==> config.mk <==
export PLATFORM = sky130hd
export DESIGN_NAME = pack4b_16b
export DESIGN_NICKNAME = d
export VERILOG_FILES = /design/src/rtl/pack4b_16b.sv
export SDC_FILE = /design/constraint.sdc
export NUM_CORES = 1
export LEC_CHECK = 0
export ABC_AREA = 0
export CORE_MARGIN = 4
export CORE_UTILIZATION = 30
export DETAILED_ROUTE_END_ITERATION = 16
export SLEW_MARGIN = 15
export SYNTH_ARGS = -nofsm -noshare
export SYNTH_HDL_FRONTEND = slang
export SYNTH_SLANG_ARGS = --single-unit
export TNS_END_PERCENT = 30
==> constraint.sdc <==
create_clock -name clk -period 2.65 [get_ports clk]
set_input_delay 0.6625 -clock clk [delete_from_list [all_inputs] [get_ports clk]]
set_output_delay 0.6625 -clock clk [all_outputs]
set_load 0.02 [all_outputs]
==> src/rtl/pack4b_16b.sv <==
// pack4b_16b: assembles four valid nibbles into one 16-bit word.
// First nibble lands in [3:0]. flush emits a partial word, zero-padded.
// Optional: define PACK_PARITY_EN to add out_par, the XOR of out_w.
module pack4b_16b (
  input  logic        clk,
  input  logic        reset,
  input  logic [3:0]  in_b,
  input  logic        in_valid,
  input  logic        flush,
  output logic [15:0] out_w,
  output logic        out_valid,
`ifdef PACK_PARITY_EN
  output logic        out_par,
`endif
  output logic [2:0]  out_nib
);

  logic [1:0]  idx;
  logic [11:0] buffer;
  logic [15:0] word;
  logic [2:0]  nib;
  logic        emit;

  // Candidate word: held nibbles plus the incoming one at position idx.
  // Positions at and above idx are always zero in buffer, so the padding
  // of partial words comes for free.
  always_comb begin
    word = {4'h0, buffer};
    if (in_valid) word[{idx, 2'b00} +: 4] = in_b;
    nib  = {1'b0, idx} + {2'b00, in_valid};
    emit = (in_valid && idx == 2'd3) || (flush && (idx != 2'd0 || in_valid));
  end

  // Fill index, holding buffer and the registered output word.
  always_ff @(posedge clk or negedge reset) begin
    if (!reset) begin
      idx       <= 2'd0;
      buffer    <= 12'h000;
      out_w     <= 16'h0000;
      out_valid <= 1'b0;
      out_nib   <= 3'd0;
`ifdef PACK_PARITY_EN
      out_par   <= 1'b0;
`endif
    end else if (emit) begin
      out_w     <= word;
      out_nib   <= nib;
      out_valid <= 1'b1;
`ifdef PACK_PARITY_EN
      out_par   <= ^word;
`endif
      idx       <= 2'd0;
      buffer    <= 12'h000;
    end else begin
      out_valid <= 1'b0;
      // Without emit, in_valid implies idx<3, so the nibble fits in buffer.
      if (in_valid) begin
        buffer <= word[11:0];
        idx    <= idx + 2'd1;
      end
    end
  end

endmodule

==> impl_table.tex <==
\begin{tabular}{lr}
\hline
Metric & Value \\
\hline
\multicolumn{2}{l}{\textbf{Synthesis}} \\
Post-synth top area share & 0.5163 \\
Syn Std Cell Area & 0.001648 mm² \\
Sequential area share after synthesis & 0.5163 \\
Mean area per synthesized cell & 12.58 µm² \\
Number of synthesized flops with an enable pin & 0 \\
Unique masters post-synth & 27 \\
YS warnings & 0 \\
Library cell with the highest instance count after synthesis & sky130\_fd\_sc\_hd\_\_dfrtp\_1 \\
Top\_reg\_cell synth & sky130\_fd\_sc\_hd\_\_dfrtp\_1 \\
Count of state elements after synthesis & 34 \\
Net Count, Synth & 146 \\
Most area-consuming cells after synthesis & sky130\_fd\_sc\_hd\_\_dfrtp\_1, sky130\_fd\_sc\_hd\_\_a32o\_1, sky130\_fd\_sc\_hd\_\_ha\_1 \\
Commonest cells in the synthesized netlist & sky130\_fd\_sc\_hd\_\_dfrtp\_1, sky130\_fd\_sc\_hd\_\_a32o\_1, sky130\_fd\_sc\_hd\_\_nand3\_1 \\
Share of async-settable or async-resettable flops after synthesis & 1.000 \\
Synth Instances & 131 \\
Biggest area consumer among synthesized cells & sky130\_fd\_sc\_hd\_\_dfrtp\_1 \\
\multicolumn{2}{l}{\textbf{Clocking}} \\
Clock root buffer & sky130\_fd\_sc\_hd\_\_clkbuf\_8 \\
Clock latency on the worst-skew pair & 0.29 ns \\
Total setup buffers inserted after CTS & 0 \\
CTS max path bufs & 2 \\
CTS tree & done \\
Inserted Clock Buffers & 5 \\
Number of gates given a new drive strength after cts & 0 \\
Number of hold-repair buffers added at the cts stage & 0 \\
Num Clock Sinks & 34 \\
Clock H-tree levels & 2 \\
Clock-pin slew on the worst setup and hold paths & 0.07 ns \\
\multicolumn{2}{l}{\textbf{Worst setup path}} \\
Chain of cells forming the critical path & clkinv\_1 -> ha\_1 -> nor2b\_1 -> or2\_1 -> inv\_4 -> mux2\_2 \\
Stage delay of the slowest cell on the critical path & 0.56 ns \\
Critical Path Start & idx[0]\$\_DFFE\_PN0P\_ \\
Cell class contributing the biggest share of worst-path delay & flip-flops \\
Critical Path End Type & flop \\
Worst setup path category & flop to flop \\
WP data arrival & 2.38 ns \\
Required @ worst endpoint & 2.83 ns \\
Total buffers and inverters traversed by the critical path & 2 \\
Largest driver fanout on the critical path & 13 \\
Reg-to-reg critical path startpoint & idx[0]\$\_DFFE\_PN0P\_ \\
Slowest-stage cell, CP & sky130\_fd\_sc\_hd\_\_dfrtp\_1 \\
Kind of start point of the critical path & flop \\
\multicolumn{2}{l}{\textbf{Global route}} \\
Initial antenna violation count & 0 \\
Remaining global-route overflow & 0 \\
Largest net degree at the start of global routing & 35 \\
Global router's overall resource usage & 0.1444 \\
Vias in the first global route & 1,373 \\
Global-route wire length before repair & 7.065 mm \\
\multicolumn{2}{l}{\textbf{Timing}} \\
Unrepaired setup endpoints after global routing & no \\
Share of the cycle needed by the critical path after routing & 0.8302 \\
Number of setup violations in the final report & 0 \\
Highest clock rate & 0.4545 GHz \\
Worst path setup slack after routing & 0.4500 ns \\
Total negative slack & 0 ns \\
Relative slew slack & 0.6860 \\
Final number of max-transition violations & 0 \\
Slew @ Worst Pin & 0.4709 ns \\
Shortest period the worst path allows & 2.200 ns \\
Final setup skew & 0.005079 ns \\
Number of endpoints with negative hold slack in the final report & 0 \\
\multicolumn{2}{l}{\textbf{Floorplanning}} \\
Die height & 82.12 µm \\
Starting density of the core & 0.3166 \\
Die width & 82.12 µm \\
Num ports & 28 \\
Standard cell core area & 0.005205 mm² \\
Die Area & 0.006743 mm² \\
Placement Rows & 26 \\
\multicolumn{2}{l}{\textbf{Route}} \\
DRC errors left & 0 \\
Drt first-iter violations & 125 \\
Total via count after detailed routing & 1,298 \\
Post-detailed-routing wire length & 4.140 mm \\
First-pass DRT Iterations & 4 \\
Routed len/inst & 17.62 µm \\
Via count normalized by instance count & 5.523 \\
Number of routed nets with antenna violations & 0 \\
\multicolumn{2}{l}{\textbf{Power and ir drop}} \\
Power per Cell Area & 772.7 mW/mm² \\
Maximum VDD drop & 0.3424 mV \\
Static leakage & 0.0008991 µW \\
\multicolumn{2}{l}{\textbf{Cells and area}} \\
Fraction of layout instances using a drive strength above 1 & 0.1394 \\
Antenna diode count & 0 \\
Final net count & 180 \\
Synthesis-to-finish area growth & 28.55\% \\
\multicolumn{2}{l}{\textbf{Place}} \\
Total of buffers placed on input and output ports & 27 \\
Minimum setup slack after placement & 0.1632 ns \\
Last weighted congestion value of the routability-driven placer & 0.8050 \\
HPWL after detailed placement & 3.047 mm \\
\multicolumn{2}{l}{\textbf{Flow run}} \\
Max-cap violations & 0 \\
\multicolumn{2}{l}{\textbf{Worst hold path}} \\
Kind of path behind the tightest hold check & flop to flop \\
Startpoint of the most critical hold path & buffer[3]\$\_DFFE\_PN0P\_ \\
\multicolumn{2}{l}{\textbf{Outcome}} \\
Status & finished clean \\
\hline
\end{tabular}
[flip-flops by register name (all words and copies together) (netlist names)]
register,flops
idx,2
out_valid,1
out_w,16
buffer,12
out_nib,3
[final timing paths]
check	to	slack, ns	depth (start not counted)
max in group asynchronous	out_nib[0]$_DFFE_PN0N_	1.56	2
min in group asynchronous	buffer[2]$_DFFE_PN0P_	0.78	2
worst min-delay path	buffer[3]$_DFFE_PN0P_	0.50	1
worst max register to register	out_w[5]$_DFFE_PN0N_	0.45	6
worst max-delay path	out_w[5]$_DFFE_PN0N_	0.45	6
worst min register to register	buffer[3]$_DFFE_PN0P_	0.50	1
[where the power goes]
part,internal [µW],total [µW],switching [µW]
Clock,301,482,182
Sequential,587,634,47.0
Combinational,234,520,286
[per-stage QoR]
step	cell area, µm²	std cells	hold WS (ns)	power, µW	utilization
after floorplan	1648	131	0.3669	948.2	-
after global routing	2118	235	0.5243	1733	0.4070
after CTS	2118	235	0.5002	1652	0.4070
after detailed placement	2006	228	0.4845	1166	0.3853
final	2118	235	0.4980	1637	0.4070
after global placement	2006	228	0.4765	1151	0.3853
[placed cells by master, fill, tap and decap left out, types with 6 or more instances in the layout]
cell / netlist / layout
sky130_fd_sc_hd__a32o_1: 16 / 16
sky130_fd_sc_hd__dfrtp_1: 34 / 34
sky130_fd_sc_hd__nand3_1: 9 / 9
sky130_fd_sc_hd__a211oi_1: 8 / 8
sky130_fd_sc_hd__a2bb2oi_1: 8 / 8
sky130_fd_sc_hd__buf_4: 0 / 6
sky130_fd_sc_hd__clkbuf_8: 0 / 6
sky130_fd_sc_hd__ha_1: 7 / 7
sky130_fd_sc_hd__mux2_2: 6 / 6
sky130_fd_sc_hd__clkdlybuf4s50_1: 0 / 27
[layout make-up]
cell class              instances  area (µm²)
multi-input cells              87       734.5
clock buffers                   6       82.58
clock inverters                 1       30.03
well taps                      70       87.58
inverters                       4       17.52
flip-flops and latches         34       850.8
fillers                       512        3087
repair buffers                 33       315.3
[routing by layer]
metal  routed length (µm)  share of wire  track usage  up-vias
met4                  121          0.029      0.07807        0
met3                  363          0.088      0.05748       14
met1                 1882           0.45       0.1977      644
li1                     -              -            -      585
met5                    0              0            0        -
met2                 1772           0.43       0.1922       55
[kinds of logic after synthesis]
kind of cell    Yosys count  share of synthesized area
compound gates           45                     0.2422
flops                    34                     0.5163
simple gates             28                     0.1002
buf+inv                  10                    0.03797
mux                       7                    0.05011
fa+ha+maj                 7                    0.05315
(Power assumes the default switching activity.)
